[config.mk]
export PLATFORM = sky130hd
export DESIGN_NAME = cam_pattern_gen
export DESIGN_NICKNAME = d
export VERILOG_FILES = /design/src/rtl/cam_pattern_gen.sv
export SDC_FILE = /design/constraint.sdc
export NUM_CORES = 1
export LEC_CHECK = 0
export ABC_CLOCK_PERIOD_IN_PS = 5600
export CORE_MARGIN = 8
export CORE_UTILIZATION = 64
export DETAILED_ROUTE_END_ITERATION = 8
export DONT_BUFFER_PORTS = 1
export PLACE_DENSITY = 0.8
export SLEW_MARGIN = 30
export SYNTH_ARGS = -nofsm -noshare
export SYNTH_HDL_FRONTEND = slang
export SYNTH_SLANG_ARGS = --single-unit
[constraint.sdc]
create_clock -name p_clock -period 5.6 [get_ports p_clock]
set_input_delay 0.56 -clock p_clock [delete_from_list [all_inputs] [get_ports p_clock]]
set_output_delay 0.56 -clock p_clock [all_outputs]
set_load 0.01 [all_outputs]
[src/rtl/cam_pattern_gen.sv]
// Synthetic camera source: vsync/href timing and RGB444 test patterns, two bytes per pixel.
// Define CAM_PATTERN_ANIMATE_EN to scroll the pattern left four pixels per frame.
module cam_pattern_gen #(
    parameter int H_ACTIVE = 640,
    parameter int H_BLANK  = 288,
    parameter int V_SYNC   = 3,
    parameter int V_BACK   = 17,
    parameter int V_ACTIVE = 480,
    parameter int V_FRONT  = 10
) (
    input  logic        p_clock,
    input  logic        rst,
    input  logic        en,
    input  logic [1:0]  mode,
    input  logic [11:0] solid_rgb,
    output logic        vsync,
    output logic        href,
    output logic [7:0]  p_data,
    output logic        frame_start,
    output logic [15:0] frame_count
);

    localparam int L  = 2 * H_ACTIVE + H_BLANK;
    localparam int HW = $clog2(L);
    localparam int VW = $clog2(V_SYNC + V_BACK + V_ACTIVE + V_FRONT);
    localparam int BW = H_ACTIVE / 8;
    localparam logic [HW-1:0] H_LAST  = HW'(L - 1);
    localparam logic [HW-1:0] H_BYTES = HW'(2 * H_ACTIVE);

    typedef enum logic [2:0] {IDLE, SYNC, BACK, ACTIVE, FRONT} state_t;

    state_t        state;
    logic [HW-1:0] hcnt;
    logic [VW-1:0] vcnt;
    logic [VW-1:0] vlast;
    logic [1:0]    mode_q;
    logic [11:0]   rgb_q;
    logic          line_end;
    logic          frame_end;
    logic          start_frame;
    logic          in_active;
    logic          phase;
    logic [9:0]    xa;
    logic [9:0]    xs;
    logic [5:0]    ya;
    logic [3:0]    sum_hi;
    logic [2:0]    bar;
    logic [11:0]   bar_rgb;
    logic [11:0]   pix;

    always_comb begin
        vlast = '0;
        unique case (state)
            SYNC:    vlast = VW'(V_SYNC - 1);
            BACK:    vlast = VW'(V_BACK - 1);
            ACTIVE:  vlast = VW'(V_ACTIVE - 1);
            FRONT:   vlast = VW'(V_FRONT - 1);
            default: vlast = '0;
        endcase
    end

    assign line_end    = (hcnt == H_LAST);
    assign frame_end   = (state == FRONT) && line_end && (vcnt == vlast);
    assign start_frame = en && ((state == IDLE) || frame_end);
    assign in_active   = (state == ACTIVE) && (hcnt < H_BYTES);
    assign phase       = hcnt[0];
    assign xa          = 10'(hcnt[HW-1:1]);
    assign ya          = 6'(vcnt);

`ifdef CAM_PATTERN_ANIMATE_EN
    logic [7:0]  fc_entry;
    logic [9:0]  off_q;
    logic [10:0] xs_sum;

    // Offset uses the count the new frame will carry, including the increment at FRONT end.
    assign fc_entry = frame_end ? frame_count[7:0] + 8'd1 : frame_count[7:0];
    assign xs_sum   = {1'b0, xa} + {1'b0, off_q};
    assign xs       = (int'(xs_sum) >= H_ACTIVE) ? 10'(xs_sum - 11'(H_ACTIVE))
                                                 : xs_sum[9:0];

    always_ff @(posedge p_clock or posedge rst) begin
        if (rst) begin
            off_q <= '0;
        end else if (start_frame) begin
            off_q <= 10'((int'(fc_entry) * 4) % H_ACTIVE);
        end
    end
`else
    assign xs = xa;
`endif

    always_comb begin
        bar = '0;
        for (int k = 1; k < 8; k++) begin
            if (int'(xs) >= k * BW) bar = bar + 3'd1;
        end
    end

    always_comb begin
        bar_rgb = 12'h000;
        unique case (bar)
            3'd0: bar_rgb = 12'hFFF;
            3'd1: bar_rgb = 12'hFF0;
            3'd2: bar_rgb = 12'h0FF;
            3'd3: bar_rgb = 12'h0F0;
            3'd4: bar_rgb = 12'hF0F;
            3'd5: bar_rgb = 12'hF00;
            3'd6: bar_rgb = 12'h00F;
            3'd7: bar_rgb = 12'h000;
        endcase
    end

    assign sum_hi = 4'((xs[5:0] + ya) >> 2);

    always_comb begin
        pix = rgb_q;
        unique case (mode_q)
            2'd0: pix = bar_rgb;
            2'd1: pix = {xs[5:2], ya[5:2], sum_hi};
            2'd2: pix = (xs[5] ^ ya[5]) ? 12'h000 : 12'hFFF;
            2'd3: pix = rgb_q;
        endcase
    end

    always_ff @(posedge p_clock or posedge rst) begin
        if (rst) begin
            state       <= IDLE;
            hcnt        <= '0;
            vcnt        <= '0;
            frame_count <= '0;
            mode_q      <= '0;
            rgb_q       <= '0;
        end else begin
            unique case (state)
                IDLE: begin
                    hcnt <= '0;
                    vcnt <= '0;
                    if (en) state <= SYNC;
                end
                default: begin
                    hcnt <= line_end ? '0 : hcnt + HW'(1);
                    if (line_end) begin
                        vcnt <= (vcnt == vlast) ? '0 : vcnt + VW'(1);
                        if (vcnt == vlast) begin
                            unique case (state)
                                SYNC:   state <= BACK;
                                BACK:   state <= ACTIVE;
                                ACTIVE: state <= FRONT;
                                FRONT: begin
                                    frame_count <= frame_count + 16'd1;
                                    state       <= en ? SYNC : IDLE;
                                end
                                default: state <= IDLE;
                            endcase
                        end
                    end
                end
            endcase
            if (start_frame) begin
                mode_q <= mode;
                rgb_q  <= solid_rgb;
            end
        end
    end

    // Outputs trail the counters by one edge; all three streams share that lag.
    always_ff @(posedge p_clock or posedge rst) begin
        if (rst) begin
            vsync       <= 1'b0;
            href        <= 1'b0;
            p_data      <= 8'h00;
            frame_start <= 1'b0;
        end else begin
            vsync       <= (state == SYNC);
            href        <= in_active;
            p_data      <= !in_active ? 8'h00
                         : phase      ? {4'h0, pix[11:8]}
                                      : pix[7:0];
            frame_start <= (state == SYNC) && (vcnt == '0) && (hcnt == '0);
        end
    end

endmodule
==> reports/results.tsv, run 1 <==
metric	value	unit
syn_area	0.00383	mm²
end_kind	flop	
antenna_cells	0	
fin_ws	0.928	ns
synth_seq_cells	64	
antenna_found_initial	0	
drive_gt1_share	11.5	%
post-cts-setup-buffers	0	
cts_resized	0	
yosys.area_share.adder	4.58	%
routed_via_density	6.23	
drtIter0Drc	227	
start_kind	flop	
clk_pin_slew	0.09	ns
grt_max_degree	51	
numClockSinks	64	
syn_inst	406	
htreeDepth	3	
clock.fmax	0.214	GHz
ys_warn_count	0	
clock_latency	0.36	ns
setup_viol	0	
final_cells	476	
synth_mux_area_share	6.05	%
io_pins	44	
ir_drop	0.196	mV
hpwl	6000	µm
clock-skew-final	0.0172	ns
finalNetCount	427	
period_share	83.4	%
power_leakage	1.90	nW
hold_viol	0	
cts_tree	built	
die_y	93.3	µm
met2_usage	34.1	%
avgSynthCellArea	9.43	µm²
synth_xor_area_share	9.15	%
finalCriticalPeriod	4.67	ns
slew-limit-headroom	42.4	%
startpoint	hcnt[10]	
critical_path_class	flop to flop	
drc	0	
ys_top_cells_by_area	dfrtp_1 42%, xor2_1 5.7%, mux2_2 5.0%, ha_1 4.6%, nor2_1 4.2%	
core	0.00585	mm²
required	5.83	ns
grt_use_met3	4.65	%
place_congestion	0.835	
start_util	65.4	%
worstMarginPinSlew	0.857	ns
overflow	0	
syn_to_final_growth	5.59	%
cp.arrival	4.90	ns
setup_tns	0	ns
drv_cap	0	
cts_max_path_buffers	2	
dpl.cell_count	460	
io_buffers	0	
worstPathMaxFanout	16	
ant_nets	0	
post_drt_wl_per_cell	17.9	µm
drv_slew	0	
wirelength	8530	µm
grt_pass1_wl	14200	µm
r2r_start	hcnt[10]	
num_vias	2964	
final_common_cell	dfrtp_1	
synthFlopType	dfrtp_1	
busiest_layer	met2	
ys_types	57	
cts_made_buffers	9	
grtUsageTotal	20.7	%
synth_compound_area_share	13.6	%
ys_seq_area_share	41.8	%
synth-simple-area-share	20.2	%
die_area	0.00871	mm²
dieWidth	93.3	µm
firstDrtPassIters	4	
outcome	finished clean	
grt_util_met1	25.5	%
synth_top_family_by_area	simple AND/OR/NAND/NOR gates	
synth_edf_count	0	
syn_nets	437	
pwr_density_cell	309	mW/mm²
postCtsHoldBufs	0	
final.fill_count	423	
place_ws	0.971	ns
netlist.area_leader.share	41.8	%
power	1.25	mW
ys_async_sr_fraction	100	%
rsz0062_at_grt	no	
row_count	28	
ctsRootBufferMaster	clkbuf_8	
final_cell_mix	64 x dfrtp_1, 43 x nor2_1, 40 x nand2_1, 25 x xor2_1, 17 x mux2_2	
synth_top_area_cell	dfrtp_1	
grt_pass1_vias	2889	
min_path_type	input pin to async pin	
## metal layers
layer  part of all wire, %  routed length (µm)
met5                     0                   0
met4                   1.8                 153
met3                   5.7                 486
met2                    50                4220
met1                    43                3670
## cell families after synthesis
| group | Yosys count |
|---|---|
| flops | 64 |
| fa+ha+maj | 14 |
| simple gates | 155 |
| mux | 21 |
| buf+inv | 38 |
| xor+xnor | 40 |
| compound gates | 74 |
## critical path, stage by stage (launching register included)
cell      delay, ns
dfrtp_1        0.55
nor2_1         0.41
nand3_1        0.17
ha_1           0.42
xor2_1         0.20
ha_1           0.29
o211ai_1       0.09
nand2_1        0.10
o221a_2        0.26
nor3_1         0.28
ha_1           0.29
mux2_2         0.27
ha_1           0.19
nand3_1        0.09
mux2_2         0.36
xnor2_1        0.14
xnor2_1        0.31
a21oi_1        0.11
## cell usage after synthesis (all sizes together), types with 4 or more instances
master / n
a21oi: 15
and3: 6
buf: 9
clkbuf: 14
dfrtp: 64
ha: 14
inv: 15
mux2: 17
mux2i: 4
nand2: 40
nand2b: 4
nand3: 16
nand4: 11
nor2: 43
nor3: 13
nor4: 9
o211ai: 5
o21ai: 14
o22ai: 4
o311ai: 4
o31ai: 5
or3: 4
xnor2: 15
xor2: 25
## final timing paths
kind,to,slack [ns],cells after the start
worst max-delay path,p_data[6],0.93,17
worst min-delay path,frame_count[15],0.03,1
worst max register to register,p_data[6],0.93,17
worst min register to register,rgb_q[5],0.51,1
max in group asynchronous,hcnt[2],4.65,2
min in group p_clock,rgb_q[2],0.35,1
## state kept, by name, indices dropped and copies added (netlist names)
register,flops
rgb_q,12
state,3
frame_start,1
p_data,8
vcnt,9
hcnt,11
href,1
vsync,1
frame_count,16
mode_q,2
## report_power, final
part           switching, mW  leakage, nW  total [mW]  internal (mW)
sequential            0.0802        0.847       0.599          0.519
clock                  0.203        0.110       0.458          0.255
combinational          0.106        0.940       0.191         0.0854
## cell type report
| class | count | area, µm² | area share [%] |
|---|---|---|---|
| multi-input combinational | 304 | 2050 | 50.7 |
| clock buffer | 9 | 124 | 3.07 |
| tap | 75 | 93.8 | 2.32 |
| clock inverter | 7 | 103 | 2.54 |
| sequential | 64 | 1600 | 39.6 |
| inverter | 15 | 56.3 | 1.39 |
| timing repair buffer | 2 | 15.0 | 0.372 |
## through the flow
| stage | area [µm²] | hold WS [ns] | util [%] |
|---|---|---|---|
| floorplan | 3830 | 0.475 | - |
| global placement | 3810 | 0.405 | 65.2 |
| detailed placement | 3810 | 0.413 | 65.2 |
| CTS | 4040 | 0.0324 | 69.1 |
| global route | 4040 | 0.0485 | 69.1 |
| finish | 4040 | 0.0300 | 69.1 |
(Power assumes the default switching activity.)
==> inputs of run 2 (changes only) <==
Settings changed: ABC_CLOCK_PERIOD_IN_PS 5600 to 4700.
Clock period 5.6 ns to 4.7 ns, I/O delays scaled along.
==> run 2 against run 1 <==
Against the previous run: hold slack improved by 0.19 ns; final area rose by 1.4%; worst setup slack got worse by 0.51 ns; clock power rose by 27%; clock skew fell by 0.0031 ns.
==> reports/results.tsv, run 2 (same netlist as run 1, synthesis figures left out) <==
metric	value	unit	change
outcome	finished clean		unchanged
drive_gt1_share	12.8	%	was 11.5%
start_util	65.4	%	unchanged
critical_path_class	flop to flop		unchanged
slew-limit-headroom	46.7	%	was 42.4%
largest_register_ffs	16		unchanged
finalCriticalPeriod	4.29	ns	was 4.67 ns
power_leakage	1.93	nW	was 1.90 nW
row_count	28		unchanged
hpwl	6080	µm	was 6000 µm
crit_chain	nor2_2, nand3_1, ha_1, xor2_1, ha_1, o211ai_1, nand2_1, o221a_2, nor3_1, ha_1, mux2_2, ha_1, nand3_1, mux2_2, xnor2_1, xnor2_1, a21oi_1		was nor2_1, nand3_1, ha_1, xor2_1, ha_1, o211ai_1, nand2_1, o221a_2, nor3_1, ha_1, mux2_2, ha_1, nand3_1, mux2_2, xnor2_1, xnor2_1, a21oi_1
clock_latency	0.35	ns	was 0.36 ns
place_congestion	0.847		was 0.835
final_common_cell	dfrtp_1		unchanged
hold_slack	0.217	ns	was 0.0300 ns
worst-path-buf-inv	0		unchanged
antenna_found_initial	0		unchanged
cts_made_buffers	9		unchanged
end_kind	flop		unchanged
pwr_density_cell	371	mW/mm²	was 309 mW/mm²
busiest_layer	met2		unchanged
multi_input_area	0.00205	mm²	about the same
cts_tree	built		unchanged
wirelength	8380	µm	was 8530 µm
core	0.00585	mm²	unchanged
io_buffers	0		unchanged
reg2reg_slack	0.41	ns	was 0.93 ns
grt_pass1_vias	2871		was 2889
cp_num_cells	17		unchanged
final_cell_mix	63 x dfrtp_1, 42 x nor2_1, 40 x nand2_1, 25 x xor2_1, 17 x mux2_2		was 64 x dfrtp_1, 43 x nor2_1, 40 x nand2_1, 25 x xor2_1, 17 x mux2_2
ir_drop	0.260	mV	was 0.196 mV
hold_viol	0		unchanged
r2r-end	p_data[6]		unchanged
ff2ff_path_depth	17		unchanged
post_drt_wl_per_cell	17.5	µm	was 17.9 µm
startpoint	hcnt[9]		was hcnt[10]
routed_via_density	6.24		was 6.23
endpoint	p_data[6]		unchanged
min_path_type	input pin to async pin		unchanged
fin_ws	0.414	ns	was 0.928 ns
syn_to_final_growth	7.09	%	was 5.59%
grt_util_met1	24.8	%	was 25.5%
die_y	93.3	µm	unchanged
drtIter0Drc	211		was 227
firstDrtPassIters	5		was 4
numClockSinks	64		unchanged
final.fill_count	425		was 423
reg.largest.list	frame_count: 16 flops, rgb_q: 12 flops, hcnt: 11 flops		unchanged
finalNetCount	432		was 427
top_register	frame_count		unchanged
grt_max_degree	65		was 51
required	4.92	ns	was 5.83 ns
ant_nets	0		unchanged
grtUsageTotal	20.2	%	was 20.7%
drv_slew	0		unchanged
cp_slowest_cell	ha_1		was dfrtp_1
start_kind	flop		unchanged
cp.arrival	4.50	ns	was 4.90 ns
r2r_start	hcnt[9]		was hcnt[10]
antenna_cells	0		unchanged
ctsRootBufferMaster	clkbuf_8		unchanged
overflow	0		unchanged
die_area	0.00871	mm²	unchanged
worstMarginPinSlew	0.793	ns	was 0.857 ns
clk_pin_slew	0.08	ns	was 0.09 ns
htreeDepth	3		unchanged
worstPathMaxFanout	7		was 16
io_pins	44		unchanged
clock-skew-final	0.0140	ns	was 0.0172 ns
dieWidth	93.3	µm	unchanged
setup_tns	0	ns	unchanged
period_share	91.2	%	was 83.4%
post-cts-setup-buffers	0		unchanged
drc	0		unchanged
clock.fmax	0.233	GHz	was 0.214 GHz
setup_viol	0		unchanged
drv_cap	0		unchanged
cts_max_path_buffers	2		unchanged
register_area	0.00160	mm²	about the same
grt_pass1_wl	13900	µm	was 14200 µm
num_vias	2996		was 2964
place_ws	0.362	ns	was 0.971 ns
crit_family	adder cells		unchanged
cpPeakStageDelay	0.41	ns	was 0.55 ns
grt_use_met3	4.57	%	was 4.65%
cp_common_cell	ha_1		unchanged
rsz0062_at_grt	no		unchanged
met2_usage	32.5	%	was 34.1%
run 2: report_power, final:
group	internal, mW	switching, mW
Combinational	0.103	0.127
Clock	0.364	0.218
Sequential	0.618	0.0907
Total	1.09	0.436
run 2: cell type report:
type	instances	area share (%)
Sequential cell	64	39.1
Inverter	15	1.37
Clock inverter	5	2.56
Timing Repair Buffer	7	1.28
Multi-Input combinational cell	304	50.0
Clock buffer	10	3.36
Tap cell	75	2.29
run 2: what timing repair did:
action	4_1_cts	5_1_grt
setup endpoints to repair	0	1
gates resized for setup	0	2
hold buffers	0	0
run 2: routing by layer:
metal,vias to the layer above,wire (µm)
met5,-,0
met4,0,178
met3,18,583
met2,105,4100
met1,1438,3520
li1,1435,-
run 2: how the worst min path moves through the flow:
stage	start	endpoint	slack [ns]	depth (start not counted)
floorplan	rgb_q[0]	rgb_q[0]	0.48	1
global placement	rgb_q[8]	rgb_q[8]	0.49	1
detailed placement	rgb_q[5]	rgb_q[5]	0.49	1
CTS	rst	rgb_q[1]	0.25	2
global route	solid_rgb[1]	rgb_q[1]	0.25	1
finish	rst	rgb_q[3]	0.22	2
run 2: stage by stage:
step | util, % | std cells | power [mW] | instance area, µm²
2_1_floorplan | - | 406 | 0.886 | 3830
3_3_place_gp | 65.8 | 465 | 0.933 | 3850
3_5_place_dp | 65.8 | 465 | 0.946 | 3850
4_1_cts | 70.0 | 480 | 1.52 | 4100
5_1_grt | 70.1 | 480 | 1.59 | 4100
6_report | 70.1 | 480 | 1.52 | 4100
run 2: worst reg2reg max path, stage by stage (launching register included):
cell and delay, ns:
dfrtp_1 0.38, nor2_2 0.25, nand3_1 0.16, ha_1 0.42
xor2_1 0.20, ha_1 0.29, o211ai_1 0.08, nand2_1 0.09
o221a_2 0.26, nor3_1 0.27, ha_1 0.29, mux2_2 0.27
ha_1 0.20, nand3_1 0.10, mux2_2 0.34, xnor2_1 0.14
xnor2_1 0.32, a21oi_1 0.12
==> variant 1, RTL diff (flow settings as in run 2) <==
Encoding of `state_t`: now one-hot (5 bits for 5 states).
--- a/src/rtl/cam_pattern_gen.sv
+++ b/src/rtl/cam_pattern_gen.sv
@@ -29,3 +29,3 @@
 
-    typedef enum logic [2:0] {IDLE, SYNC, BACK, ACTIVE, FRONT} state_t;
+    typedef enum logic [4:0] {IDLE = 5'b00001, SYNC = 5'b00010, BACK = 5'b00100, ACTIVE = 5'b01000, FRONT = 5'b10000} state_t;
 
Function: same outputs for any inputs over 10 cycles, from zero or initial values and one cycle with rst high; not proved beyond that.
==> variant 1 against run 2 <==
  * Clock skew is 0.0055 ns lower
  * Critical path type unchanged
  * Routed wire length is 5.8% higher
  * Die area up 2.9%
  * Worst setup slack worse by 0.11 ns
  * Sequential share of layout area grew 0.27 points
  * Largest cell class unchanged
  * Final area increased by 2.4%
  * Sequential cell count increased by 2
  * First-iteration DRC count is 10% lower
  * Synthesized area is 3.5% higher
Power is not compared: it rests on default switching activity, and its combinational part moved more than twofold at a synthesized area within 25%.
==> variant 1: results (changes against run 2) <==
| Metric | Value |
|---|---|
| GR met1 Demand/Resource | 0.252 (+0.00397) |
| Tmin final | 4.40 ns (+0.112 ns) |
| CP Max Fanout | 13 (+6) |
| Layout cells sized above 1 | 0.120 (-0.00791) |
| Ys async rst share | 1.00 (unchanged) |
| Status | finished, final reports clean |
| First-pass GRT wire length | 14600 um (+5.7%) |
| M2 GR Usage | 0.340 (+0.0140) |
| LEAKAGE | 2.01 nW |
| Syn nets | 451 (+3.2%) |
| Global-route met3 utilization | 0.0643 (+0.0186) |
| DR vias/cell | 6.35 (+1.7%) |
| Cell Area, Placed | 0.00398 mm^2 (+3.3%) |
| Sequential cell area fraction in the yosys report | 0.417 (-0.00106) |
| Met3 WL | 607 um (+4.1%) |
| Met2 wire length | 4380 um (+6.7%) |
| Commonest cells post-synth | 65 x dfrtp_1, 46 x nor2_1, 32 x xor2_1 |
| CP peak stage delay | 0.52 ns (+0.11 ns) |
| 1st-iter DRT viols | 189 (-10%) |
| Layout Nets | 441 (+2.1%) |
| Pin count of the biggest net entering global routing | 67 (+3.1%) |
| Fillers | 448 (+5.4%) |
| Setup slack at placement | 0.0956 ns (-0.266 ns) |
| WL met1 | 3670 um (+4.4%) |
| Vias in the first global route | 2958 (+3.0%) |
| R2R Setup Slk | 0.30 ns (-0.11 ns) |
| Global-route usage over all layers | 0.208 (+0.00521) |
| Post-cts sizing count | 0 (unchanged) |
| H-tree levels | 3 (unchanged) |
| Max stage delay cell, worst path | dfrtp_1 |
| Hpwl dp | 6270 um (+3.2%) |
| Placer Congestion | 0.880 (+3.9%) |
| Diode count | 0 (unchanged) |
| Most area-consuming cells after synthesis | dfrtp_1 41%, xor2_1 7.1%, ha_1 4.4% |
| Max_slew headroom | 0.456 (-0.0110) |
| Final WL | 8860 um (+5.8%) |
| Layout Skew | 0.00852 ns (-0.00551 ns) |
| Cts bufs inserted | 9 (unchanged) |
| Top routing layer in use | met4 |
variant 1: power groups by stage:
stage | sequential (mW) | clock (mW) | combinational (mW)
2_1_floorplan | 0.579 | 0 | 0.00839
3_3_place_gp | 0.579 | 0 | 0.0116
3_5_place_dp | 0.579 | 0 | 0.0120
4_1_cts | 0.567 | 0.492 | 0.0119
5_1_grt | 0.567 | 0.520 | 0.0137
6_report | 0.567 | 0.482 | 0.0110
variant 1: per-stage QoR:
| stage | TNS [ns] | hold WS, ns | power, mW | std cells |
|---|---|---|---|---|
| 2_1_floorplan | 0 | 0.453 | 0.587 | 420 |
| 3_3_place_gp | 0 | 0.489 | 0.590 | 473 |
| 3_5_place_dp | 0 | 0.490 | 0.591 | 473 |
| 4_1_cts | 0 | 0.247 | 1.07 | 489 |
| 5_1_grt | -0.0325 | 0.242 | 1.10 | 490 |
| 6_report | 0 | 0.241 | 1.06 | 490 |
variant 1: critical path, delay by kind of cell (launching register included):
kind	cells	cell delay [ns]
xor gates and xnor gates	2	0.37
DFF	1	0.52
muxes	1	0.27
AOI/OAI and AO/OA	2	0.23
adders and majority gates	4	1.20
and+or+nand+nor	8	1.70
variant 1: kinds of logic after synthesis:
family,after synthesis,synth area share
flops,66,0.417
simple gates,164,0.215
compound gates,73,0.127
buf+inv,38,0.0385
mux,19,0.0534
xor+xnor,46,0.105
fa+ha+maj,14,0.0442
variant 1: area by class of cell:
type / instances / area (um^2) / area share
multi-input combinational: 316 / 2160 / 0.515
sequential: 66 / 1650 / 0.394
clock buffer: 9 / 124 / 0.0295
tap: 75 / 93.8 / 0.0224
clock inverter: 7 / 77.6 / 0.0185
timing repair buffer: 6 / 45.0 / 0.0107
inverter: 11 / 41.3 / 0.00984
==> variant 2, RTL diff (flow settings as in run 2) <==
Made on the original files. The option `CAM_PATTERN_ANIMATE_EN` is turned on by a define.
--- a/src/rtl/cam_pattern_gen.sv
+++ b/src/rtl/cam_pattern_gen.sv
@@ -2,2 +2,4 @@
 // Define CAM_PATTERN_ANIMATE_EN to scroll the pattern left four pixels per frame.
+`define CAM_PATTERN_ANIMATE_EN
+
 module cam_pattern_gen #(
Formal check against the unedited RTL: no difference found for any inputs over 10 cycles, from zero or initial values and one cycle with rst high; that may be too few to reach the edited logic, so the function may still have changed.
==> variant 2 against run 2 <==
  * The flow now finishes with violations (setup timing)
  * Worst setup slack worse by 1.7 ns
  * Sequential cell count is 8 higher
  * Core utilization is 10 points higher
  * Count of clock-buffer cells in the layout fell by 1
  * Critical path depth rose by 13
  * Sequential share of layout area shrank 8.1 points
  * First-iteration DRC count up 17%
  * Synthesized area is 24% higher
  * Routed wire length grew 50%
  * Final area rose by 42%
  * Critical endpoint is now p_data[0]$_DFF_PP0_
  * Largest cell class unchanged
Power is not compared: it rests on default switching activity, and its combinational part moved more than twofold at a synthesized area within 25%.
==> variant 2: results (changes against run 2) <==
| Metric | Value |
|---|---|
| Max_slew headroom | 0.405 (-0.0618) |
| Pin count of the biggest net entering global routing | 49 (-25%) |
| Final setup margin | -1.31 ns (-1.72 ns) |
| Max stage delay cell, worst path | dfrtp_1 |
| Met2 wire length | 6290 um (+53%) |
| Hpwl dp | 9140 um (+50%) |
| Vias in the first global route | 4356 (+52%) |
| Syn nets | 557 (+27%) |
| Crit path DAT | 6.25 ns (+1.75 ns) |
| # setup viols final | 8 (+8) |
| Placer Congestion | 0.893 (+5.4%) |
| Status | complete, but fails checks |
| Cell family with most CP delay | compound AO/OA/AOI/OAI gates |
| Most area-consuming cells after synthesis | dfrtp_1 38%, ha_1 6.1%, nand2_1 4.1% |
| Avg WL per Cell | 18.0 um (+2.9%) |
| CP Max Fanout | 4 (-3) |
| Cell Area, Placed | 0.00539 mm^2 (+40%) |
| WL met1 | 4990 um (+42%) |
| Placed Instances | 670 (+44%) |
| GR met1 Demand/Resource | 0.283 (+0.0350) |
| Violated checks | setup timing |
| Layout cells sized above 1 | 0.260 (+0.132) |
| Commonest cells post-synth | 72 x dfrtp_1, 52 x nand2_1, 39 x nor2_1 |
| Final WL | 12600 um (+50%) |
| R2R depth | 30 (+13) |
| Total negative slack | -9.99 ns (-9.99 ns) |
variant 2: cell families (layout without fill, tap and decap cells):
logic type,count (synthesis),count (layout),share of synthesized area
muxes,26,26,0.0605
AOI/OAI and AO/OA,117,117,0.172
buffers and inverters,43,127,0.0356
xor gates and xnor gates,34,34,0.0673
DFF,72,72,0.380
adders and majority gates,24,24,0.0650
and+or+nand+nor,200,200,0.219
variant 2: layout make-up:
class	instances	area (um^2)	area share
Multi-Input combinational cell	401	2950	0.508
Clock buffer	9	124	0.0213
Inverter	23	88.8	0.0153
Tap cell	99	124	0.0213
Clock inverter	7	46.3	0.00797
Sequential cell	72	1800	0.310
Timing Repair Buffer	88	672	0.116
variant 2: repair_timing:
| item | CTS | global route |
|---|---|---|
| pin swaps | 8 | 23 |
| setup endpoints to repair | 8 | 8 |
| gates resized for setup | 2 | 23 |
| buffers inserted | 7 | 6 |
